**config.mk**
```make
export PLATFORM = sky130hd
export DESIGN_NAME = fetch_unit
export DESIGN_NICKNAME = d
export VERILOG_FILES = /design/src/rtl/psrv32_pkg.sv /design/src/rtl/fetch_fifo.sv /design/src/rtl/fetch_unit.sv
export SDC_FILE = /design/constraint.sdc
export NUM_CORES = 1
export LEC_CHECK = 0
export BUFFER_PORTS_ARGS = -buffer_cell sky130_fd_sc_hd__buf_2
export CORE_ASPECT_RATIO = 1.1
export CORE_MARGIN = 4
export CORE_UTILIZATION = 56
export DETAILED_ROUTE_END_ITERATION = 10
export PLACE_DENSITY = 0.79
export REMOVE_ABC_BUFFERS = 1
export SETUP_SLACK_MARGIN = 0.5
export SLEW_MARGIN = 25
export SYNTH_ARGS = -nofsm -noshare
export SYNTH_HDL_FRONTEND = slang
export SYNTH_HIERARCHICAL = 1
export SYNTH_SLANG_ARGS = --single-unit
```
**constraint.sdc**
```tcl
create_clock -name clk_i -period 15.75 [get_ports clk_i]
set_clock_uncertainty 0.1 [all_clocks]
set_input_delay 2.3625 -clock clk_i [delete_from_list [all_inputs] [get_ports clk_i]]
set_output_delay 2.3625 -clock clk_i [all_outputs]
set_load 0.01 [all_outputs]
```
**src/rtl/psrv32_pkg.sv**
```systemverilog
`default_nettype none
// ============================================================================
// Module      : psrv32_pkg
// Description : Shared PSRV32 definitions: data width, the canonical NOP
//               encoding and the fetch buffer entry (PC + instruction word).
// Revision    : 1.0 - initial release
// ============================================================================
package psrv32_pkg;

    localparam int          XLEN      = 32;
    localparam logic [31:0] NOP_INSTR = 32'h0000_0013;  // addi x0, x0, 0

    typedef struct packed {
        logic [31:0] pc;
        logic [31:0] instr;
    } fetch_entry_t;

endpackage
`default_nettype wire

```
**src/rtl/fetch_fifo.sv**
```systemverilog
`default_nettype none
// ============================================================================
// Module      : fetch_fifo
// Description : DEPTH-entry synchronous FIFO with flush and occupancy count.
//               The head entry is read combinationally; it is only meaningful
//               while o_count is non-zero.
// Ports       : i_clk / i_rst_n (async, active-low), i_flush, i_push +
//               i_push_data, i_pop, o_head, o_count
// Revision    : 1.0 - initial release
// ============================================================================
module fetch_fifo
    import psrv32_pkg::*;
#(
    parameter int  DEPTH = 2,
    parameter type T     = fetch_entry_t
) (
    input  logic                   i_clk,
    input  logic                   i_rst_n,
    input  logic                   i_flush,
    input  logic                   i_push,
    input  T                       i_push_data,
    input  logic                   i_pop,
    output T                       o_head,
    output logic [$clog2(DEPTH):0] o_count
);

    localparam int            c_aw   = $clog2(DEPTH);
    localparam logic [c_aw:0] c_full = (c_aw + 1)'(DEPTH);

    T                r_mem [DEPTH];
    logic [c_aw-1:0] r_wr_ptr;
    logic [c_aw-1:0] r_rd_ptr;
    logic [c_aw:0]   r_count;
    logic            w_pop;
    logic            w_push;

    assign w_pop  = i_pop && (r_count != '0);
    // A full FIFO can still accept a word when the head leaves in the same cycle.
    assign w_push = i_push && ((r_count != c_full) || w_pop);

    always_ff @(posedge i_clk or negedge i_rst_n) begin
        if (!i_rst_n) begin
            r_wr_ptr <= '0;
            r_rd_ptr <= '0;
            r_count  <= '0;
        end else if (i_flush) begin
            r_wr_ptr <= '0;
            r_rd_ptr <= '0;
            r_count  <= '0;
        end else begin
            if (w_push) r_wr_ptr <= r_wr_ptr + 1'b1;
            if (w_pop)  r_rd_ptr <= r_rd_ptr + 1'b1;
            case ({w_push, w_pop})
                2'b10:   r_count <= r_count + 1'b1;
                2'b01:   r_count <= r_count - 1'b1;
                default: r_count <= r_count;
            endcase
        end
    end

    // Storage needs no reset: entries are never observed while count is zero.
    always_ff @(posedge i_clk) begin
        if (w_push && !i_flush) begin
            r_mem[r_wr_ptr] <= i_push_data;
        end
    end

    assign o_head  = r_mem[r_rd_ptr];
    assign o_count = r_count;

endmodule
`default_nettype wire

```
**src/rtl/fetch_unit.sv**
```systemverilog
`default_nettype none
// ============================================================================
// Module      : fetch_unit
// Description : PSRV32 instruction fetch stage. Holds the fetch PC, issues
//               pipelined word reads (req/gnt/rvalid), tags each grant with
//               its PC, buffers returned words and presents them to decode
//               over valid/ready. Taken branches flush the buffer and mark
//               in-flight responses for discard.
// Ports       : clk_i, rst_ni (async, active-low)
//               imem_req_o / imem_addr_o / imem_gnt_i     - request channel
//               imem_rvalid_i / imem_rdata_i              - response channel
//               instr_valid_o / instruction_o / instr_pc_o / instr_ready_i
//               branch_taken_i / branch_target_i          - redirect
// Revision    : 1.0 - initial release
// ============================================================================
module fetch_unit
    import psrv32_pkg::*;
#(
    parameter logic [31:0] RESET_PC = 32'h0000_0000,
    parameter int          DEPTH    = 2
) (
    input  logic        clk_i,
    input  logic        rst_ni,
    output logic        imem_req_o,
    output logic [31:0] imem_addr_o,
    input  logic        imem_gnt_i,
    input  logic        imem_rvalid_i,
    input  logic [31:0] imem_rdata_i,
    output logic        instr_valid_o,
    output logic [31:0] instruction_o,
    output logic [31:0] instr_pc_o,
    input  logic        instr_ready_i,
    input  logic        branch_taken_i,
    input  logic [31:0] branch_target_i
);

    localparam int            c_cw    = $clog2(DEPTH) + 1;
    localparam logic [c_cw:0] c_depth = (c_cw + 1)'(DEPTH);

    logic [31:0]     r_pc;
    logic [c_cw-1:0] r_discard;
    logic            r_req_hold;

    logic [c_cw-1:0] w_outstanding;
    logic [c_cw-1:0] w_outstanding_nxt;
    logic [c_cw-1:0] w_occupancy;
    logic [c_cw:0]   w_in_flight;
    logic [31:0]     w_target;
    logic [31:0]     w_tag_head;
    fetch_entry_t    w_head;
    fetch_entry_t    w_push_entry;
    logic            w_buf_empty;
    logic            w_pop;
    logic            w_req_raw;
    logic            w_grant;
    logic            w_resp;
    logic            w_drop;
    logic            w_push;

    assign w_target    = branch_target_i & 32'hFFFF_FFFC;
    assign w_buf_empty = (w_occupancy == '0);
    assign w_pop       = !w_buf_empty && instr_ready_i;

    // Budget credits the word leaving the buffer this cycle so a DEPTH=2
    // buffer sustains one instruction per cycle with single-cycle memory.
    assign w_in_flight = {1'b0, w_outstanding} + {1'b0, w_occupancy}
                       - {{c_cw{1'b0}}, w_pop};

    // Once raised, a request is held until granted; the budget cannot shrink
    // underneath it because only grants add to outstanding + occupancy.
    assign w_req_raw  = rst_ni && (r_req_hold || (w_in_flight < c_depth));
    assign imem_req_o = w_req_raw && !branch_taken_i;
    assign imem_addr_o = r_pc;

    // A grant racing the redirect is still counted so its response is dropped.
    assign w_grant = w_req_raw && imem_gnt_i;
    // Responses with nothing outstanding are protocol errors and are ignored.
    assign w_resp  = imem_rvalid_i && (w_outstanding != '0);
    assign w_drop  = w_resp && (r_discard != '0);
    assign w_push  = w_resp && !w_drop && !branch_taken_i;

    assign w_outstanding_nxt = w_outstanding + c_cw'(w_grant) - c_cw'(w_resp);
    assign w_push_entry      = {w_tag_head, imem_rdata_i};

    always_ff @(posedge clk_i or negedge rst_ni) begin
        if (!rst_ni) begin
            r_pc       <= RESET_PC & 32'hFFFF_FFFC;
            r_discard  <= '0;
            r_req_hold <= 1'b0;
        end else if (branch_taken_i) begin
            r_pc       <= w_target;
            r_discard  <= w_outstanding_nxt;
            r_req_hold <= 1'b0;
        end else begin
            if (w_grant) r_pc      <= r_pc + 32'd4;
            if (w_drop)  r_discard <= r_discard - 1'b1;
            r_req_hold <= imem_req_o && !imem_gnt_i;
        end
    end

    // PC-tag queue: one entry per outstanding request; its count is the
    // outstanding counter. Stale tags drain with their (dropped) responses.
    fetch_fifo #(
        .DEPTH (DEPTH),
        .T     (logic [XLEN-1:0])
    ) u_tag_q (
        .i_clk       (clk_i),
        .i_rst_n     (rst_ni),
        .i_flush     (1'b0),
        .i_push      (w_grant),
        .i_push_data (r_pc),
        .i_pop       (w_resp),
        .o_head      (w_tag_head),
        .o_count     (w_outstanding)
    );

    fetch_fifo #(
        .DEPTH (DEPTH),
        .T     (fetch_entry_t)
    ) u_buf (
        .i_clk       (clk_i),
        .i_rst_n     (rst_ni),
        .i_flush     (branch_taken_i),
        .i_push      (w_push),
        .i_push_data (w_push_entry),
        .i_pop       (w_pop),
        .o_head      (w_head),
        .o_count     (w_occupancy)
    );

    assign instr_valid_o = !w_buf_empty;
    assign instruction_o = w_buf_empty ? NOP_INSTR : w_head.instr;
    assign instr_pc_o    = w_buf_empty ? 32'h0000_0000 : w_head.pc;

endmodule
`default_nettype wire

```
==> impl_metrics.toml <==
[timing]
worstMarginPinSlew_ns = 0.945
timing.setup.tns_ns = 0
grt_setup_unrepaired = "false"
report.final.setup_viol = 0
period_utilisation_layout_pct = 42.4
min_period_ns = 6.68
finalMaxSlewViolations = 0
finalHoldViolCount = 0
max-slew-margin-rel_pct = 37.0
fmax_mhz = 150

[floorplanning]
fp-row-count = 51
core_region_area_mm2 = 0.0177
die_h_um = 149
chipWidth_um = 136
die-area_mm2 = 0.0202
initial_core_utilization_pct = 56.9
count_of_boundary_i_o_pins = 168

[routing]
detail_route.vias_per_cell = 5.48
drt_wl_total_mm = 20.2
drt_pre_antenna_iters = 4
wire_per_inst_um = 18.4
ant_nets = 0
drt-initial-drc-count = 418
post-route-drc-count = 0
routed-via-count = 6013

[cts]
clk-insertion-delay-late_ns = 0.49
clock_tree.buffer_depth = 3
tritoncts_buffers = 23
tritoncts = "built"
cts_hold_repair.buffers = 0
cts.sinks = 233
clk_pin_slew_ns = 0.06
cts_root_buf = "sky130_fd_sc_hd__clkbuf_16"
cts-htree-levels = 1
post-cts-setup-buffer-count = 0
post_cts_resize_count = 0

[power]
power_frac_seq_pct = 52.2
p_sw_mw = 0.285
p_int_mw = 1.07
pwr-share-comb_pct = 6.3
netSwitchingFraction_pct = 21.0
power.ir.vdd_worst_v = 0.0000755
clock_power_share_pct = 41.6
power-per-cell-area_mw_per_mm2 = 114
cellLeakagePower_nw = 4.53

[finish]
drive_gt1_share_pct = 34.0
flow.area_growth_from_synthesis_pct = 18.5
number_of_nets_in_the_finished_design = 920
antenna_cells_inserted = 0
finalNonFillerCells = 1097
stdcell_area_mm2 = 0.0119
number_of_filler_instances_in_the_final_layout = 1266

[place]
place_hpwl_mm = 13.1
port_buffers = 163
gp_weighted_congestion = 0.821
dpl_cell_area_mm2 = 0.0111
placed_cells = 1056

[synthesis]
synth.cell_area_mm2 = 0.0101
synth.avg_cell_area_um2 = 15.1
ys_ff_latch = 233
synth.top_cells.by_count = "sky130_fd_sc_hd__edfxtp_1 (192), sky130_fd_sc_hd__and2_1 (64), sky130_fd_sc_hd__mux2_2 (61)"
number_of_synthesized_flops_with_an_enable_pin = 192
synth_area_leaders = "sky130_fd_sc_hd__edfxtp_1 (57%), sky130_fd_sc_hd__dfrtp_1 (10%), sky130_fd_sc_hd__mux2_2 (6.8%)"
fraction_of_registers_with_async_set_reset_pct = 17.6
synth_top_cell_area_share_pct = 57.3
ys.warnings.count = 6
post-synth-top-area-cell = "sky130_fd_sc_hd__edfxtp_1"
synth_most_common_cell = "sky130_fd_sc_hd__edfxtp_1"
synth_cell_type_count = 54
part_of_the_yosys_area_used_for_sequential_elements_pct = 67.5
synthesis.instances = 666
dominantRegCellSynth = "sky130_fd_sc_hd__edfxtp_1"

[worst_hold_path]
hold_path_depth = 0
min_path_type = "reg2reg"

[worst_setup_path]
cp_data_arrival_time_ns = 4.22
timing.critical_path.from_type = "primary input"
register_to_register_path_depth = 13
timing.critical_path.to_type = "output pin"
cp.required_ns = 13.29
path_class = "in2out"
critPathMaxFanout = 7

[global_route]
groute.usage.overall_pct = 20.0
grt_start_max_net_pins = 67
first_global_vias = 6256
global_route.usage.met3_pct = 4.16
antenna_found_initial = 0
first_pass_grt_wire_length_mm = 32.0
grt_util_met2_pct = 33.6
globalRouteMet1Util_pct = 25.3
globalRoute.totalOverflow = 0
grt_busiest_layer = "met2"

[run]
max_cap_violations = 0

[status]
outcome = "finished, final reports clean"
-- cells in the final DEF (no fill, tap or decap), drive strengths merged, types with 19 or more instances in the layout --
cell / instances
mux2: 98
dfrtp: 41
nand4: 21
nand2: 35
and2: 64
nor2: 19
edfxtp: 192
buf: 171
clkbuf: 32
o21ai: 29
-- power groups by stage --
stage                     registers, mW  logic (mW)  clock network [mW]
after floorplan                   0.719      0.0424                   0
after global placement            0.719      0.0795                   0
after detailed placement          0.721      0.0846                   0
after CTS                         0.708      0.0862               0.575
after global routing              0.711      0.0944               0.604
final                             0.708      0.0855               0.564
-- layout make-up --
type	instances	area, um2	share of cell area (%)
Clock buffer	32	641	5.38
Clock inverter	9	148	1.24
Inverter	13	48.8	0.410
Multi-Input combinational cell	401	3110	26.1
Sequential cell	233	6790	57.0
Tap cell	238	298	2.50
Timing Repair Buffer	171	878	7.37
-- flip-flops by register name (all words and copies together), names as in the netlist --
signal and cells:
u_buf/r_rd_ptr 1, u_tag_q/r_rd_ptr 1, u_tag_q/r_mem 64, r_req_hold 1
u_tag_q/o_count 2, r_discard 2, imem_addr_o 30, u_buf/r_wr_ptr 1
u_tag_q/r_wr_ptr 1, u_buf/r_mem 128, u_buf/o_count 2
-- per-stage QoR --
stage,setup WS [ns],hold WS (ns),util (%),power (mW)
2_1_floorplan,7.31,0.437,-,0.761
3_3_place_gp,9.14,0.419,62.9,0.798
3_5_place_dp,9.05,0.431,62.9,0.806
4_1_cts,9.06,0.444,67.4,1.37
5_1_grt,8.90,0.472,67.4,1.41
6_report,9.07,0.439,67.4,1.36
-- cells by family after synthesis --
logic type                 after synthesis  synth area share, %
AOI/OAI and AO/OA                       53                 3.37
xor gates and xnor gates                27                 2.35
adders and majority gates                7                0.946
buffers and inverters                   44                 2.28
DFF                                    233                 67.5
muxes                                   99                 11.1
other                                    1               0.0373
and+or+nand+nor                        202                 12.3
-- per-layer routing --
| layer | share of wire, % | wire length, um | vias up |
|---|---|---|---|
| met1 | 39 | 7850 | 2925 |
| li1 | - | - | 2810 |
| met2 | 50 | 10100 | 234 |
| met5 | 0 | 0 | - |
| met3 | 8.0 | 1610 | 44 |
| met4 | 3.1 | 616 | 0 |
-- critical path: stages --
cell	delay [ns]
sky130_fd_sc_hd__buf_2	0.08
sky130_fd_sc_hd__and2_1	0.29
sky130_fd_sc_hd__ha_1	0.29
sky130_fd_sc_hd__nand2b_1	0.15
sky130_fd_sc_hd__fa_1	0.39
sky130_fd_sc_hd__xor2_1	0.20
sky130_fd_sc_hd__a21o_1	0.14
sky130_fd_sc_hd__nand2_1	0.06
sky130_fd_sc_hd__nor2_1	0.11
sky130_fd_sc_hd__buf_2	0.14
-- final timing paths --
check | to | slack [ns] | from
worst max-delay path | imem_req_o | 9.07 | instr_ready_i
worst min-delay path | u_tag_q/r_mem[0][22] | 0.44 | imem_addr_o[22]
worst max register to register | u_tag_q/r_mem[1][5] | 10.38 | u_buf/o_count[0]
worst min register to register | u_tag_q/r_mem[0][22] | 0.44 | imem_addr_o[22]
max in group asynchronous | u_buf/r_rd_ptr | 13.37 | rst_ni
min in group asynchronous | imem_addr_o[9] | 1.77 | rst_ni
Power figures use the tool's default switching activity.
